<file path="src/rtl/axis_burst_framer.sv">
// Purpose: frame tlast-delimited wide peak bursts into header + per-channel word packets for the host DMA stream.
// Latency: header is valid 1 cycle after the first beat is seen in IDLE; each input beat then costs 1 LOAD cycle plus NUM_CHANNELS words.
// Backpressure: m_axis_tready low stalls every state losslessly; s_axis_tready is raised only while the hold register is empty (LOAD).
module axis_burst_framer #(
    parameter int          NUM_CHANNELS  = 4,
    parameter int          CHANNEL_WIDTH = 64,
    parameter int          BURST_LENGTH  = 32,
    parameter logic [15:0] MAGIC         = 16'hA5C3
) (
    input  logic                                  clk,
    input  logic                                  rstn,
    input  logic                                  s_axis_tvalid,
    output logic                                  s_axis_tready,
    input  logic [NUM_CHANNELS*CHANNEL_WIDTH-1:0] s_axis_tdata,
    input  logic                                  s_axis_tlast,
    output logic                                  m_axis_tvalid,
    input  logic                                  m_axis_tready,
    output logic [CHANNEL_WIDTH-1:0]              m_axis_tdata,
    output logic                                  m_axis_tlast,
    output logic                                  err_overlen
);

    // The header word is {MAGIC[15:0], seq[15:0], timestamp[31:0]}, so CHANNEL_WIDTH must be 64.
    localparam int IDX_W = (NUM_CHANNELS > 1) ? $clog2(NUM_CHANNELS) : 1;
    localparam int CNT_W = $clog2(BURST_LENGTH + 1);

    localparam logic [IDX_W-1:0] LAST_IDX  = IDX_W'(NUM_CHANNELS - 1);
    localparam logic [IDX_W-1:0] IDX_ONE   = IDX_W'(1);
    localparam logic [CNT_W-1:0] CNT_ONE   = CNT_W'(1);
    // beat_cnt value while the beat being accepted is the last one a packet may hold
    localparam logic [CNT_W-1:0] FINAL_CNT = CNT_W'(BURST_LENGTH - 1);

    typedef enum logic [1:0] {
        S_IDLE = 2'd0,
        S_HDR  = 2'd1,
        S_LOAD = 2'd2,
        S_SEND = 2'd3
    } state_t;

    state_t                                state_q, state_d;
    logic [31:0]                           ts_q;
    logic [15:0]                           seq_q, seq_d;
    logic [CNT_W-1:0]                      beat_cnt_q, beat_cnt_d;
    logic [IDX_W-1:0]                      word_idx_q, word_idx_d;
    logic [NUM_CHANNELS*CHANNEL_WIDTH-1:0] hold_q, hold_d;
    logic                                  last_f_q, last_f_d;
    logic                                  force_f_q, force_f_d;
    logic [CHANNEL_WIDTH-1:0]              m_tdata_q, m_tdata_d;
    logic                                  m_tvalid_q, m_tvalid_d;
    logic                                  m_tlast_q, m_tlast_d;
    logic                                  err_d;

    logic                                  m_hs;
    logic                                  at_final;
    logic [IDX_W-1:0]                      nxt_idx;

    assign m_hs     = m_tvalid_q & m_axis_tready;
    assign at_final = (beat_cnt_q == FINAL_CNT);
    assign nxt_idx  = word_idx_q + IDX_ONE;

    // Next-state, datapath loads and the registered output word for the coming cycle.
    always_comb begin
        state_d    = state_q;
        seq_d      = seq_q;
        beat_cnt_d = beat_cnt_q;
        word_idx_d = word_idx_q;
        hold_d     = hold_q;
        last_f_d   = last_f_q;
        force_f_d  = force_f_q;
        m_tdata_d  = m_tdata_q;
        m_tvalid_d = m_tvalid_q;
        m_tlast_d  = m_tlast_q;
        err_d      = 1'b0;

        case (state_q)
            S_IDLE: begin
                // Peek at the first beat only to stamp the header; the beat itself is taken in LOAD.
                if (s_axis_tvalid) begin
                    m_tdata_d  = {MAGIC, seq_q, ts_q};
                    m_tvalid_d = 1'b1;
                    m_tlast_d  = 1'b0;
                    state_d    = S_HDR;
                end
            end

            S_HDR: begin
                if (m_hs) begin
                    m_tvalid_d = 1'b0;
                    beat_cnt_d = '0;
                    state_d    = S_LOAD;
                end
            end

            S_LOAD: begin
                if (s_axis_tvalid) begin
                    hold_d     = s_axis_tdata;
                    last_f_d   = s_axis_tlast | at_final;
                    force_f_d  = at_final & ~s_axis_tlast;
                    beat_cnt_d = beat_cnt_q + CNT_ONE;
                    word_idx_d = '0;
                    // Channel 0 goes straight to the output register so SEND starts with a valid word.
                    m_tdata_d  = s_axis_tdata[0 +: CHANNEL_WIDTH];
                    m_tvalid_d = 1'b1;
                    m_tlast_d  = (s_axis_tlast | at_final) & (LAST_IDX == '0);
                    state_d    = S_SEND;
                end
            end

            S_SEND: begin
                if (m_hs) begin
                    if (word_idx_q != LAST_IDX) begin
                        word_idx_d = nxt_idx;
                        m_tdata_d  = hold_q[32'(nxt_idx) * CHANNEL_WIDTH +: CHANNEL_WIDTH];
                        m_tlast_d  = last_f_q & (nxt_idx == LAST_IDX);
                    end else begin
                        m_tvalid_d = 1'b0;
                        m_tlast_d  = 1'b0;
                        if (last_f_q) begin
                            seq_d   = seq_q + 16'd1;
                            err_d   = force_f_q;
                            state_d = S_IDLE;
                        end else begin
                            state_d = S_LOAD;
                        end
                    end
                end
            end

            default: begin
                state_d    = S_IDLE;
                m_tvalid_d = 1'b0;
                m_tlast_d  = 1'b0;
            end
        endcase
    end

    // State and datapath registers; the timestamp free-runs independently of the FSM and of stalls.
    always_ff @(posedge clk) begin
        if (!rstn) begin
            state_q    <= S_IDLE;
            ts_q       <= '0;
            seq_q      <= '0;
            beat_cnt_q <= '0;
            word_idx_q <= '0;
            hold_q     <= '0;
            last_f_q   <= 1'b0;
            force_f_q  <= 1'b0;
            m_tdata_q  <= '0;
            m_tvalid_q <= 1'b0;
            m_tlast_q  <= 1'b0;
        end else begin
            state_q    <= state_d;
            ts_q       <= ts_q + 32'd1;
            seq_q      <= seq_d;
            beat_cnt_q <= beat_cnt_d;
            word_idx_q <= word_idx_d;
            hold_q     <= hold_d;
            last_f_q   <= last_f_d;
            force_f_q  <= force_f_d;
            m_tdata_q  <= m_tdata_d;
            m_tvalid_q <= m_tvalid_d;
            m_tlast_q  <= m_tlast_d;
        end
    end

    assign m_axis_tvalid = m_tvalid_q;
    assign m_axis_tdata  = m_tdata_q;
    assign m_axis_tlast  = m_tlast_q;
    // Gated by rstn so neither strobe can fire while a reset is being applied.
    assign s_axis_tready = rstn & (state_q == S_LOAD);
    assign err_overlen   = rstn & err_d;

endmodule

</file>
<file path="config.mk">
export PLATFORM = sky130hd
export DESIGN_NAME = axis_burst_framer
export DESIGN_NICKNAME = d
export VERILOG_FILES = /design/src/rtl/axis_burst_framer.sv
export SDC_FILE = /design/constraint.sdc
export NUM_CORES = 1
export LEC_CHECK = 0
export CAP_MARGIN = 20
export CELL_PAD_IN_SITES_DETAIL_PLACEMENT = 0
export CELL_PAD_IN_SITES_GLOBAL_PLACEMENT = 1
export CORE_UTILIZATION = 34
export CTS_CLUSTER_DIAMETER = 60
export DETAILED_ROUTE_END_ITERATION = 10
export PLACE_DENSITY_LB_ADDON = 0.1
export SETUP_SLACK_MARGIN = 0.4
export SKIP_LAST_GASP = 1
export SLEW_MARGIN = 15
export SYNTH_ARGS = -nofsm -noshare
export SYNTH_HDL_FRONTEND = slang
export SYNTH_SLANG_ARGS = --single-unit
</file>
<file path="constraint.sdc">
create_clock -name clk -period 3 [get_ports clk]
set_input_delay 0.9 -clock clk [delete_from_list [all_inputs] [get_ports clk]]
set_output_delay 0.9 -clock clk [all_outputs]
set_load 0.05 [all_outputs]
</file>
### Word level (Yosys, flattened, before mapping)

Cells that the tools add are included.
Widths: inputs -> output; s select.

| cells by class | value |
|---|---|
| add/subtract/negate cells | 4 |
| equal/unequal tests | 13 |
| shift-type cells | 1 |
| muxes and demuxes | 32 |
| bitwise operators | 8 |
| reductions and logical operators | 14 |

Operator list:

| kind | count |
|---|---|
| $mux 64 | 4 |
| $shiftx 256x9->64 | 1 |
| $pmux 64 s3 | 1 |
| $add 32x1->32 const B | 1 |
| $mux 2 | 9 |
| $add 16x1->16 const B | 1 |
| $ne 2x2->1 const B | 7 |
| $mux 6 | 2 |
| $pmux 6 s2 | 1 |
| $reduce_and 4->1 | 3 |
| $mux 1 | 11 |
| $reduce_and 5->1 | 2 |
| $pmux 2 s4 | 1 |
| $add 6x1->6 const B | 1 |
| $eq 2x2->1 const B | 3 |
| $eq 6x5->1 const B | 1 |
| $reduce_and 3->1 | 2 |
| $reduce_bool 2->1 | 3 |
| $and 1x1->1 | 5 |
| $pmux 2 s2 | 1 |
| $pmux 1 s3 | 1 |
| $reduce_bool 3->1 | 1 |
| $add 2x1->2 const B | 1 |
| $eq 2x1->1 const B | 1 |
| other kinds (7) | 8 |

| storage, ports and cells | value |
|---|---|
| flip-flop bits (word level) | 382 |
| input port bits | 261 |
| output and inout bits | 68 |
| word-level logic and storage cells | 83 |

### Depth between registers and ports, before layout

Gate-level depths: netlist of the first run.

| depth | value |
|---|---|
| depth in word-level cells | 6 |
| gate-level depth with buffers | 11 |
| mapped depth without buffers | 6 |

### Worst setup path before layout of the first run

Ideal clock, no wire load.

| path | value |
|---|---|
| kind | input to output |
| start | input port rstn |
| end | output port s_axis_tready |
| arrival | 2502 ps |
| data required time | 2100 ps |
| slack | -402 ps |
| cell stages on the path | 4 |
| path buffers | 2 |
| cell sequence | clkbuf_1 -> inv_1 -> clkbuf_1 -> nor3_1 |

| on the way | value |
|---|---|
| word-level cells in the longest chain between the ends | 1 |

RTL lines:

| what | RTL line | text |
|---|---|---|
| start: declaration | 11 | `input logic rstn,` |
| $and 1x1->1 | 170 | `assign s_axis_tready = rstn & (state_q == S_LOAD);` |
| end: declaration | 13 | `output logic s_axis_tready,` |

No other way between the ends.

### Final worst setup path of the first run

| path | value |
|---|---|
| start | register state_q[1] |
| end | output port s_axis_tready |

| on the way | value |
|---|---|
| word-level cells in the longest chain between the ends | 2 |

RTL lines:

| what | RTL line | text |
|---|---|---|
| start: declaration | 40 | `state_t state_q, state_d;` |
| start signal: assignment | 152 | `state_q <= state_d;` |
| $eq 2x2->1 | 170 |  |
| $and 1x1->1 | 170 |  |

No other way between the ends.

==> results of run 1 <==
## synthesized netlist by cell type (6+ instances only)
library cell / n / area [sq um]
and4_1: 7 / 61.3
or3_1: 11 / 68.8
mux4_2: 63 / 1420
nor4_1: 6 / 37.5
dfxtp_1: 382 / 7650
clkbuf_1: 138 / 518
buf_1: 10 / 37.5
mux2i_1: 12 / 120
o21ai_0: 78 / 390
nor2_1: 28 / 105
xnor2_1: 12 / 105
a222oi_1: 47 / 470
inv_1: 9 / 33.8
nand2_1: 542 / 2030
or4_1: 18 / 135
ha_1: 6 / 75.1
nand4_1: 9 / 56.3
o31ai_1: 17 / 128
buf_2: 8 / 40.0
a22oi_1: 9 / 67.6
a31oi_1: 9 / 56.3
a21oi_1: 350 / 1750
nand3_1: 21 / 105
## cell usage in the layout (no fill, tap or decap), types with 26 or more instances in the layout
| cell type | count |
|---|---|
| nor2_1 | 26 |
| clkdlybuf4s50_1 | 258 |
| a21oi_1 | 350 |
| dfxtp_1 | 380 |
| a222oi_1 | 47 |
| dlygate4sd2_1 | 67 |
| clkbuf_16 | 45 |
| mux4_2 | 63 |
| nand2_1 | 542 |
| o21ai_0 | 78 |
## layout make-up
type | instances | area [sq um] | share of cell area [%]
Sequential cell | 382 | 7650 | 36.2
Multi-Input combinational cell | 1292 | 7620 | 36.1
Timing Repair Buffer | 361 | 3620 | 17.1
Clock buffer | 66 | 1290 | 6.12
Tap cell | 600 | 751 | 3.55
Clock inverter | 13 | 150 | 0.710
Inverter | 10 | 45.0 | 0.213
Antenna cell | 2 | 5.00 | 0.0237
## routing by layer
metal | share of wire [%] | track usage, % | up-vias
met2 | 48 | 35.1 | 352
li1 | - | - | 7009
met5 | 0.053 | 0 | -
met4 | 1.4 | 4.83 | 4
met1 | 45 | 28.8 | 6810
met3 | 5.6 | 4.03 | 65
## where the power goes
group	total, mW	switching [mW]	internal [mW]
clock	5.41	2.18	3.24
combinational	1.11	0.634	0.478
sequential	5.25	0.0701	5.18
## registers in the layout (all words and copies together) (netlist names)
register / flops
hold_q: 256
force_f_q: 1
m_axis_tvalid: 1
last_f_q: 1
beat_cnt_q: 6
state_q: 2
word_idx_q: 2
seq_q: 16
m_axis_tlast: 1
ts_q: 32
m_axis_tdata: 64
## cells by family after synthesis
group	share of synthesized area [%]
xor gates and xnor gates	0.940
DFF	48.3
muxes	9.72
buffers and inverters	4.07
adders and majority gates	0.474
and+or+nand+nor	17.9
AOI/OAI and AO/OA	18.6
## final timing paths
kind | slack [ps] | start | cells after the start | to
worst max-delay path | 350 | state_q[1]$_SDFFE_PN0P_ | 3 | s_axis_tready
worst min-delay path | 450 | hold_q[114]$_SDFFE_PN0P_ | 2 | hold_q[114]$_SDFFE_PN0P_
worst max register to register | 670 | ts_q[1]$_SDFF_PN0_ | 5 | ts_q[24]$_SDFF_PN0_
worst min register to register | 450 | hold_q[114]$_SDFFE_PN0P_ | 2 | hold_q[114]$_SDFFE_PN0P_
## worst min-delay path, delay by kind of cell (launching register included)
| family | cells | cell delay, ps |
|---|---|---|
| flip-flops | 1 | 300 |
| AND/OR/NAND/NOR | 1 | 50 |
| AO/OA/AOI/OAI | 1 | 50 |
## repair_timing
action / in CTS / in global routing
resized for setup: 72 / 3
hold buffers: 0 / 0
gates cloned: 0 / 0
endpoints found under the setup margin: 68 / 6
pin swaps: 2 / 0
==> out/qor.txt, run 1 <==
outcome -> completed
drt first pass iters -> 6
Die Footprint -> 0.0475 sq mm
largest net degree at the start of global routing -> 174
period utilisation layout -> 88.4%
Synth Flop Type -> dfxtp_1
CTS tree -> done
Max Cap Violations -> 0
Place WS -> 26.5 ps
port buffer count -> 328
Hold WS -> 451 ps
Critical Path, Cell by Cell -> inv_2 -> nor3_4 -> buf_4
share of cells above drive strength 1 -> 8.66%
CP Class -> reg -> out
dpl cells -> 2645
maximum VDD drop -> 0.000292 V
Worst Hold Class -> reg -> reg
Post-route DRC -> 0
min cycle time layout -> 2650 ps
Crit path largest cell delay -> 370 ps
CTS sink cnt -> 382
post-synth net total -> 2108
Worst path slowest cell -> dfxtp_1
Final ANT Viol Nets -> 0
clock buffer count from CTS -> 44
Setup TNS -> 0 ps
Final Hold Fails -> 0
nets -> 2358
Placer Congestion -> 0.748
Post-synth ARST share -> 0%
#FFs+latches synth -> 382
Leak -> 7.09 nW
# Post-CTS Setup Buffers -> 0
WP data arrival -> 1750 ps
Max Fanout on Critical Path -> 27
initial antenna violation count -> 5
Fillers -> 4587
post-synthesis cell area -> 0.0158 sq mm
Cell variety after synth -> 47
Chip Width -> 218 um
Max Slew Vio Count -> 0
Initial Util -> 34.7%
Total Power -> 11.8 mW
Final Worst Setup Slack -> 349 ps
Root Driver -> clkbuf_16
worst slew pin tran -> 926 ps
final core utilization -> 46.3%
GRT Total Usage -> 21.3%
Remaining Overflow, GRT -> 0
setup violators final -> 0
CTS clk-pin slew, worst paths -> 60 ps
Iter 0 DRT Violations -> 1206
average instance area after synthesis -> 8.60 sq um
P&R area growth vs syn -> 33.5%
Rows -> 78
EDFF count, synth -> 0
maximum clock frequency -> 0.377 GHz
post-synthesis sequential area ratio -> 48.3%
critical path capture point type -> primary output
RSZ-0062 raised after global routing -> yes
post-route insts no fill -> 2726
crit-path leading delay family -> buffers and inverters
H-tree Lvls -> 2
worst skew pair latency -> 570 ps
Final Skew -> 18.9 ps
via density per instance -> 5.22
WP data required -> 2100 ps
CP startpoint kind -> flop
Gate Count Post-Synth -> 1841
Post-Route WL -> 51000 um
first-pass GRT wire length -> 79800 um
placed wire-length estimate -> 32400 um
pwr dens -> 557 mW/mm^2
YS warnings -> 0
Core Region -> 0.0457 sq mm
die height -> 218 um
Rel. slew slack -> 38.2%
vias in the first global route -> 14100
DR vias -> 14200
Max Buffers Root-to-Sink -> 3
placed instance area -> 0.0198 sq mm
Top Ports -> 329
worst path buffer plus inverter count -> 2
post-DR wirelength/cell -> 18.7 um
finished layout cell area -> 0.0211 sq mm
(Power assumes the default switching activity.)
==> inputs of run 2 (changes only) <==
Settings changed: HOLD_SLACK_MARGIN set to 0.05, PLACE_DENSITY_LB_ADDON 0.1 to 0.25.
==> run 2 against run 1 <==
Critical path depth up 2; clock skew about the same; global-route usage down 0.83 points; routed wire length down 3.6%; die area unchanged; combinational power about the same.
==> out/qor.txt, run 2 (synthesized netlist as in run 1, its figures left out) <==
Leak -> 7.15 nW
reg2reg setup slack -> 680 ps
setup violators final -> 0
Die Footprint -> 0.0475 sq mm
most common cell after layout, fill and taps aside -> nand2_1
CTS sink cnt -> 382
Max Fanout on Critical Path -> 2
Top Ports -> 329
post-route insts no fill -> 2736
wire length on met3 -> 3590 um
nets -> 2364
Fillers -> 4471
maximum VDD drop -> 0.000332 V
Worst Reg2Reg Path Length in Cells -> 5
finished layout cell area -> 0.0213 sq mm
share of cells above drive strength 1 -> 9.33%
placed instance area -> 0.0198 sq mm
drt first pass iters -> 9
dpl cells -> 2649
via density per instance -> 5.22
Final ANT Viol Nets -> 0
Iter 0 DRT Violations -> 1139
Hold WS -> 450 ps
Post-Route WL -> 49200 um
GRT Total Usage -> 20.5%
die height -> 218 um
first-pass GRT wire length -> 77200 um
final core utilization -> 46.6%
Setup TNS -> 0 ps
WHS Endpoint -> hold_q[195]$_SDFFE_PN0P_
Max Cap Violations -> 0
Core Region -> 0.0457 sq mm
largest net degree at the start of global routing -> 164
initial antenna violation count -> 4
RSZ-0062 raised after global routing -> yes
Top reg by flops -> hold_q
Total Power -> 11.8 mW
maximum clock frequency -> 0.379 GHz
Rel. slew slack -> 43.9%
register area -> 0.00765 sq mm
P&R area growth vs syn -> 34.3%
critical path capture point type -> primary output
CP Class -> in -> out
outcome -> completed
Final Worst Setup Slack -> 363 ps
H-tree Lvls -> 2
CTS clk-pin slew, worst paths -> 60 ps
WL met2 -> 23300 um
M1 WL -> 21400 um
worst skew pair latency -> 570 ps
Highest Signal Layer -> met5
min cycle time layout -> 2640 ps
Post-route DRC -> 0
most frequent cells in the layout -> nand2_1, dfxtp_1, a21oi_1
Hold Path Stages -> 2
RR Endpoint -> ts_q[24]$_SDFF_PN0_
max reg flops -> 256
pwr dens -> 556 mW/mm^2
WP data arrival -> 1740 ps
port buffer count -> 328
period utilisation layout -> 87.9%
Final Skew -> 18.5 ps
Initial Util -> 34.7%
CP startpoint kind -> input port
Place WS -> 10.3 ps
hold path startpoint -> hold_q[195]$_SDFFE_PN0P_
Final Hold Fails -> 0
Placer Congestion -> 0.750
vias in the first global route -> 14000
Max Buffers Root-to-Sink -> 3
Max Slew Vio Count -> 0
Remaining Overflow, GRT -> 0
RR Startpoint -> ts_q[1]$_SDFF_PN0_
placed wire-length estimate -> 32100 um
post-DR wirelength/cell -> 18.0 um
worst slew pin tran -> 841 ps
CTS tree -> done
WP data required -> 2100 ps
area of the multi-input gates -> 0.00763 sq mm
Chip Width -> 218 um
Worst Hold Class -> reg -> reg
Root Driver -> clkbuf_16
clock buffer count from CTS -> 46
DR vias -> 14300
Rows -> 78
[run 2: cell count changes in the layout (fill, tap and decap cells not counted)]
cell / delta
clkinvlp_4: +2
inv_6: -1
bufinv_16: -3
clkinv_4: +3
clkinv_2: +3
buf_12: +2
buf_4: +2
nand3_2: +1
clkbuf_8: +2
nand3_1: -1
clkbuf_16: +4
clkbuf_1: -4
[run 2: area by class of cell]
type	instances	share of cell area (%)
antenna	2	0.0235
clock buffer	68	6.62
clock inverter	17	0.506
inverter	10	0.212
multi-input combinational	1292	35.9
sequential	382	36.0
tap	600	3.53
timing repair buffer	365	17.3
[run 2: how the worst max path moves through the flow]
stage	from	endpoint
after global routing	m_axis_tready	err_overlen
after floorplan	rstn	s_axis_tready
after global placement	m_axis_tready	err_overlen
after detailed placement	m_axis_tready	err_overlen
final	m_axis_tready	err_overlen
after CTS	word_idx_q[1]$_SDFFE_PN0P_	err_overlen
[run 2: power by group]
part / total, mW / switching, mW / internal (mW)
registers: 5.25 / 0.0699 / 5.18
logic: 1.10 / 0.620 / 0.478
clock network: 5.48 / 2.23 / 3.25
total: 11.8 / 2.92 / 8.91
[run 2: critical path, stage by stage]
cell and delay, ps:
dlygate4sd2_1 230, nand3_2 100, nor2_2 140, and3_4 220
buf_12 130
[run 2: what timing repair did]
action,in CTS,in global routing
setup buffers,0,0
pin swaps,2,0
hold buffers,0,0
endpoints found under the setup margin,67,5
gates resized for setup,72,4
[run 2: routing by layer]
metal	vias up	GRT usage, %
li1	7033	-
met1	6770	26.6
met2	410	33.5
met3	56	5.10
met4	2	5.78
met5	-	0
==> inputs of run 3 (changes only) <==
Settings changed: CORE_MARGIN set to 2.
==> run 3 against run 2 <==
Worst setup slack improved by 26 ps; critical path type unchanged; clock-buffer cell count did not move; first-iteration DRC count rose by 7.6%; combinational power barely moved.
==> out/qor.txt, run 3 (synthesized netlist as in run 1, its figures left out) <==
Post-route DRC -> 0
Max Slew Vio Count -> 0
initial antenna violation count -> 4
Place WS -> 39.4 ps
register area -> 0.00765 sq mm
placed instance area -> 0.0198 sq mm
Chip Width -> 220 um
most frequent cells in the layout -> nand2_1, dfxtp_1, a21oi_1
Core Region -> 0.0463 sq mm
max reg flops -> 256
worst slew pin tran -> 834 ps
Top Ports -> 329
vias in the first global route -> 14200
first-pass GRT wire length -> 77300 um
Rows -> 79
clock buffer count from CTS -> 46
CTS clk-pin slew, worst paths -> 50 ps
H-tree Lvls -> 2
GRT Total Usage -> 20.3%
Max Cap Violations -> 0
CP Class -> in -> out
Top reg by flops -> hold_q
Placer Congestion -> 0.757
drt first pass iters -> 10
Final ANT Viol Nets -> 0
Max Fanout on Critical Path -> 2
area of the multi-input gates -> 0.00763 sq mm
die height -> 220 um
Post-Route WL -> 49900 um
Initial Util -> 34.2%
CTS tree -> done
post-DR wirelength/cell -> 18.2 um
Setup TNS -> 0 ps
via density per instance -> 5.24
min cycle time layout -> 2610 ps
critical path capture point type -> primary output
maximum clock frequency -> 0.383 GHz
port buffer count -> 328
pwr dens -> 549 mW/mm^2
placed wire-length estimate -> 32300 um
WP data arrival -> 1710 ps
outcome -> completed
DR vias -> 14400
finished layout cell area -> 0.0212 sq mm
P&R area growth vs syn -> 34.0%
RSZ-0062 raised after global routing -> yes
Leak -> 7.13 nW
period utilisation layout -> 87.0%
most common cell after layout, fill and taps aside -> nand2_1
share of cells above drive strength 1 -> 9.09%
Final Skew -> 10.7 ps
CTS sink cnt -> 382
nets -> 2366
Worst Hold Class -> reg -> reg
largest net degree at the start of global routing -> 158
Final Worst Setup Slack -> 389 ps
worst skew pair latency -> 570 ps
setup violators final -> 0
Die Footprint -> 0.0483 sq mm
Final Hold Fails -> 0
maximum VDD drop -> 0.000319 V
# Post-CTS Setup Buffers -> 0
WP data required -> 2100 ps
Root Driver -> clkbuf_16
Fillers -> 4555
Rel. slew slack -> 44.4%
CP startpoint kind -> input port
reg2reg setup slack -> 600 ps
final core utilization -> 45.9%
Remaining Overflow, GRT -> 0
Iter 0 DRT Violations -> 1226
Max Buffers Root-to-Sink -> 3
-- run 3: cell count changes in the layout (fill, tap and decap cells not counted) --
cell,before,now
inv_6,1,3
clkbuf_16,49,47
buf_4,22,24
inv_4,0,1
clkinvlp_4,3,1
buf_2,1,0
buf_6,0,1
clkinv_2,10,8
dfxtp_4,1,2
clkinv_4,3,2
clkbuf_1,8,13
dfxtp_2,1,0
clkbuf_8,11,8
-- run 3: stage by stage --
stage	std cells	hold slack [ps]	power, mW
finish	2743	451	11.6
global route	2742	467	12.1
CTS	2741	451	11.8
detailed placement	2658	443	6.52
global placement	2658	440	6.51
floorplan	1841	433	5.86
-- run 3: what timing repair did --
item	4_1_cts	5_1_grt
endpoints found under the setup margin	67	6
pin swaps	2	0
resized for setup	73	5
hold buffers	0	0
-- run 3: final cells by class --
| class | instances | share of cell area [%] |
|---|---|---|
| Multi-Input combinational cell | 1292 | 35.9 |
| Timing Repair Buffer | 367 | 17.4 |
| Tap cell | 607 | 3.58 |
| Sequential cell | 382 | 36.1 |
| Clock inverter | 15 | 0.460 |
| Inverter | 10 | 0.212 |
| Antenna cell | 2 | 0.0236 |
| Clock buffer | 68 | 6.29 |
-- run 3: where the power goes --
group / internal (mW) / total (mW) / switching [mW]
clock network: 3.09 / 5.29 / 2.21
logic: 0.480 / 1.11 / 0.627
registers: 5.18 / 5.25 / 0.0683
total: 8.75 / 11.6 / 2.90
-- run 3: per-layer routing --
layer	global-route usage, %	part of all wire [%]	up-vias	wire [um]
met4	6.58	2.1	4	1070
met5	0	0.052	-	26
li1	-	-	7020	-
met1	26.7	44	6849	21900
met2	33.2	47	431	23500
met3	4.32	6.8	72	3400
-- run 3: worst max-delay path, cell delays in order --
cell and delay, ps:
dlygate4sd2_1 230, nand3_2 90, nor2_2 130, and3_4 220
buf_12 140
-- run 3: final timing paths --
path	cells after the start	startpoint	endpoint
max	5	m_axis_tready	err_overlen
min	2	hold_q[80]$_SDFFE_PN0P_	hold_q[80]$_SDFFE_PN0P_
max reg2reg	6	word_idx_q[0]$_SDFFE_PN0P_	m_axis_tdata[36]$_SDFFE_PN0P_
min reg2reg	2	hold_q[80]$_SDFFE_PN0P_	hold_q[80]$_SDFFE_PN0P_
==> RTL edit 1: new RTL, flow settings as in run 2 <==
Put a register stage on the output `err_overlen`, without a reset. The value now appears one clock later. The other outputs are not delayed to match.
--- a/src/rtl/axis_burst_framer.sv
+++ b/src/rtl/axis_burst_framer.sv
@@ -168,7 +168,9 @@
     assign m_axis_tlast  = m_tlast_q;
     // Gated by rstn so neither strobe can fire while a reset is being applied.
     assign s_axis_tready = rstn & (state_q == S_LOAD);
-    assign err_overlen   = rstn & err_d;
+    always_ff @(posedge clk) begin
+        err_overlen <= rstn & err_d;
+    end
 
 endmodule
 
Behaviour: no difference found for any inputs over 4 cycles, from zero or initial values and one cycle with rstn low; that may be too few to reach the edited logic, so the function may still have changed.
==> RTL edit 1 against run 2 <==
  * Cell count fell by 0.55%
  * Clock power fell by 7.1%
  * Design area fell by 1.1%
  * Worst setup slack improved by 0.16 ns
  * Wire length barely moved
  * Power fell by 3.2%
  * Critical path depth fell by 1
  * Area after synthesis rose by 0.13%
  * Sequential cell count rose by 1
  * Critical path type is now flop to primary output
==> RTL edit 1: results (changes against run 2) <==
Power share of the clock group -> 44.5% (was 46.3%)
Critical Path Fanout Max -> 24 (was 2)
Util after Layout -> 46.1% (was 46.6%)
Met3 WL post-DR -> 3520 um (was 3590 um)
Met2 wire length -> 23,300 um (about the same)
Placed Area -> 19,700 sq um (was 19,800 sq um)
Worst Max-Slew Pin Slew -> 1.01 ns (was 0.841 ns)
Pre-CTS setup slack -> 0.166 ns (was 0.0103 ns)
Setup bufs post-CTS -> 3 (was 0)
Worst reg2reg path endpoint -> m_axis_tdata[20] (was ts_q[24])
Total track usage -> 20.6% (was 20.5%)
Non-clk buf share -> 17.2% (was 17.3%)
Worst hold margin -> 0.450 ns (about the same)
Crit-path max cell delay -> 0.40 ns (was 0.23 ns)
Gpl congestion -> 0.751 (was 0.750)
Buffers, non-clock -> 361 (was 365)
Slowest CP cell -> dfxtp_1 (was dlygate4sd2_1)
Syn_area_per_cell -> 8.61 sq um (was 8.60 sq um)
Met3 Resource Use GR -> 4.77% (was 5.10%)
Worst hold endpoint -> hold_q[88] (was hold_q[195])
Wire length per cell -> 18.1 um (was 18.0 um)
Register-to-Register Setup Slack -> 0.62 ns (was 0.68 ns)
Worst R2R Start -> word_idx_q[0] (was ts_q[1])
Routed vias/inst -> 5.29 (was 5.22)
Crit-path leading delay family -> buffers and inverters (was simple AND/OR/NAND/NOR gates)
CP Launch Point -> state_q[1] (was m_axis_tready)
Fraction of area in multi-input gates -> 36.1% (was 35.9%)
Fillers -> 4,476 (was 4,471)
Post-synthesis register bit count -> 383 (was 382)
Hpwl dp -> 31,900 um (was 32,100 um)
CP arrival -> 1.58 ns (was 1.74 ns)
Register-to-Register Path Depth -> 7 (was 5)
Outcome -> completed (unchanged)
Synth top area cells -> dfxtp_1 48%, nand2_1 13%, a21oi_1 11% (unchanged)
Nets -> 2,360 (was 2,364)
Worst vdd ir -> 0.334 mV (was 0.332 mV)
Fraction of layout cells with a size suffix above 1 -> 8.26% (was 9.33%)
DR vias -> 14,400 (was 14,300)
Most frequent cells after synthesis -> 542 x nand2_1, 383 x dfxtp_1, 350 x a21oi_1, 138 x clkbuf_1, 78 x o21ai_0 (was 542 x nand2_1, 382 x dfxtp_1, 350 x a21oi_1, 138 x clkbuf_1, 78 x o21ai_0)
Mapped cell area -> 15,900 sq um (was 15,800 sq um)
Worst Clk Skew -> 0.0137 ns (was 0.0185 ns)
Starting DRC count in detailed routing -> 1,106 (was 1,139)
Clock buffer cells -> 64 (was 68)
Pwr Total -> 11.5 mW (was 11.8 mW)
Post-synthesis sequential area ratio -> 48.3% (about the same)
M1 GR Usage -> 26.5% (was 26.6%)
Seq area share -> 36.5% (was 36.0%)
Largest net degree at the start of global routing -> 170 (was 164)
Clk tree area frac -> 6.43% (was 7.12%)
Worst Hold Launch -> hold_q[88] (was hold_q[195])
Syn Nets -> 2,109 (was 2,108)
[RTL edit 1: cells by family (layout without fill, tap and decap cells)]
| group | count (synthesis) | in the layout | synth area share, % |
|---|---|---|---|
| other | 0 | 2 | 0 |
| multiplexers | 75 | 75 | 9.70 |
| adder cells (fa/ha/maj) | 6 | 6 | 0.473 |
| flip-flops | 383 | 383 | 48.3 |
| AO/OA/AOI/OAI | 521 | 521 | 18.6 |
| buffers and inverters | 167 | 444 | 4.06 |
| AND/OR/NAND/NOR | 673 | 673 | 17.9 |
| XOR/XNOR | 17 | 17 | 0.939 |
[RTL edit 1: how the worst max path moves through the flow]
stage / endpoint / slack [ns]
floorplan: s_axis_tready / 0.29
global placement: m_axis_tdata[20] / 0.21
detailed placement: m_axis_tdata[30] / 0.17
CTS: m_axis_tvalid / 0.28
global route: s_axis_tready / 0.42
finish: s_axis_tready / 0.52
==> RTL edit 2: new RTL, settings of run 2 <==
Made on the original files. `NUM_CHANNELS`: 4 -> 8.
--- a/src/rtl/axis_burst_framer.sv
+++ b/src/rtl/axis_burst_framer.sv
@@ -2,7 +2,7 @@
 // Latency: header is valid 1 cycle after the first beat is seen in IDLE; each input beat then costs 1 LOAD cycle plus NUM_CHANNELS words.
 // Backpressure: m_axis_tready low stalls every state losslessly; s_axis_tready is raised only while the hold register is empty (LOAD).
 module axis_burst_framer #(
-    parameter int          NUM_CHANNELS  = 4,
+    parameter int          NUM_CHANNELS  = 8,
     parameter int          CHANNEL_WIDTH = 64,
     parameter int          BURST_LENGTH  = 32,
     parameter logic [15:0] MAGIC         = 16'hA5C3
Interface: changed (resized s_axis_tdata); port bits go from 329 to 585. The function was not compared with the original's and may differ.
==> RTL edit 2 against run 2 <==
  * Sequential cell count rose by 257
  * Die area grew 67%
  * First-iteration DRC count rose by 24%
  * Combinational power rose by 54%
  * Wire length rose by 86%
  * Area after synthesis increased by 67%
  * Worst hold slack hardly changed
  * Worst setup slack got worse by 0.12 ns
  * Critical path type unchanged
  * Power up 66%
  * Sequential power is 66% higher
  * Cell count increased by 72%
  * Clock power rose by 69%
  * Design area up 70%
==> RTL edit 2: results (changes against run 2) <==
CTS buffer count -> 74 (was 46)
Number of flip-flops in the largest register -> 512 (was 256)
Met3 WL post-DR -> 4660 um (was 3590 um)
Fillers -> 7,698 (was 4,471)
Outcome -> completed (unchanged)
Nets -> 4,119 (was 2,364)
Multiplexer area fraction after synthesis -> 11.2% (was 9.72%)
Worst Max-Slew Pin Slew -> 0.924 ns (was 0.841 ns)
Worst R2R Start -> ts_q[0] (was ts_q[1])
P_clk -> 9.28 mW (was 5.48 mW)
Worst Clk Skew -> 0.0226 ns (was 0.0185 ns)
Clock insertion delay at the later pin of the skew report -> 0.62 ns (was 0.57 ns)
Met2 usage -> 38.3% (was 33.5%)
Met3 Resource Use GR -> 4.57% (was 5.10%)
LEAKAGE -> 12.1 nW (was 7.15 nW)
Compound-Gate Fraction of Synth Area -> 16.7% (was 18.6%)
Synth Area in XOR/XNOR -> 0.694% (was 0.940%)
Crit-path max cell delay -> 0.27 ns (was 0.23 ns)
Final std cells w/o fill -> 4,696 (was 2,736)
Wire length per cell -> 19.4 um (was 18.0 um)
Pwr Total -> 19.7 mW (was 11.8 mW)
Met2 wire length -> 45,200 um (was 23,300 um)
M1 GR Usage -> 28.9% (was 26.6%)
Switching power -> 4.67 mW (was 2.92 mW)
Met1 wire length -> 39,200 um (was 21,400 um)
RTL edit 2: cell types whose count changed in the layout (fill, tap and decap cells not counted), moves of 19 or more:
cell,run 2,this run
clkbuf_16,49,77
a221oi_1,0,40
a222oi_1,47,0
a21oi_1,350,598
buf_4,22,41
clkdlybuf4s50_1,258,514
buf_12,17,36
dfxtp_1,380,636
mux4_2,63,128
a22oi_1,9,49
nand2_1,542,1055
RTL edit 2: repair_timing:
action,in CTS,in global routing
setup endpoints to repair,67,4
endpoints found under the hold margin,0,0
resized for setup,76,3
buffers inserted,2,5
pin swaps,2,2
RTL edit 2: final cells by class:
type                            count  area (sq um)  area share (%)
Timing Repair Buffer              658          6760            18.7
Tap cell                         1040          1300            3.59
Clock buffer                      113          2290            6.33
Clock inverter                     19           220           0.608
Inverter                            8          37.5           0.104
Antenna cell                        5          12.5          0.0346
Sequential cell                   639         12800            35.4
Multi-Input combinational cell   2214         12800            35.3
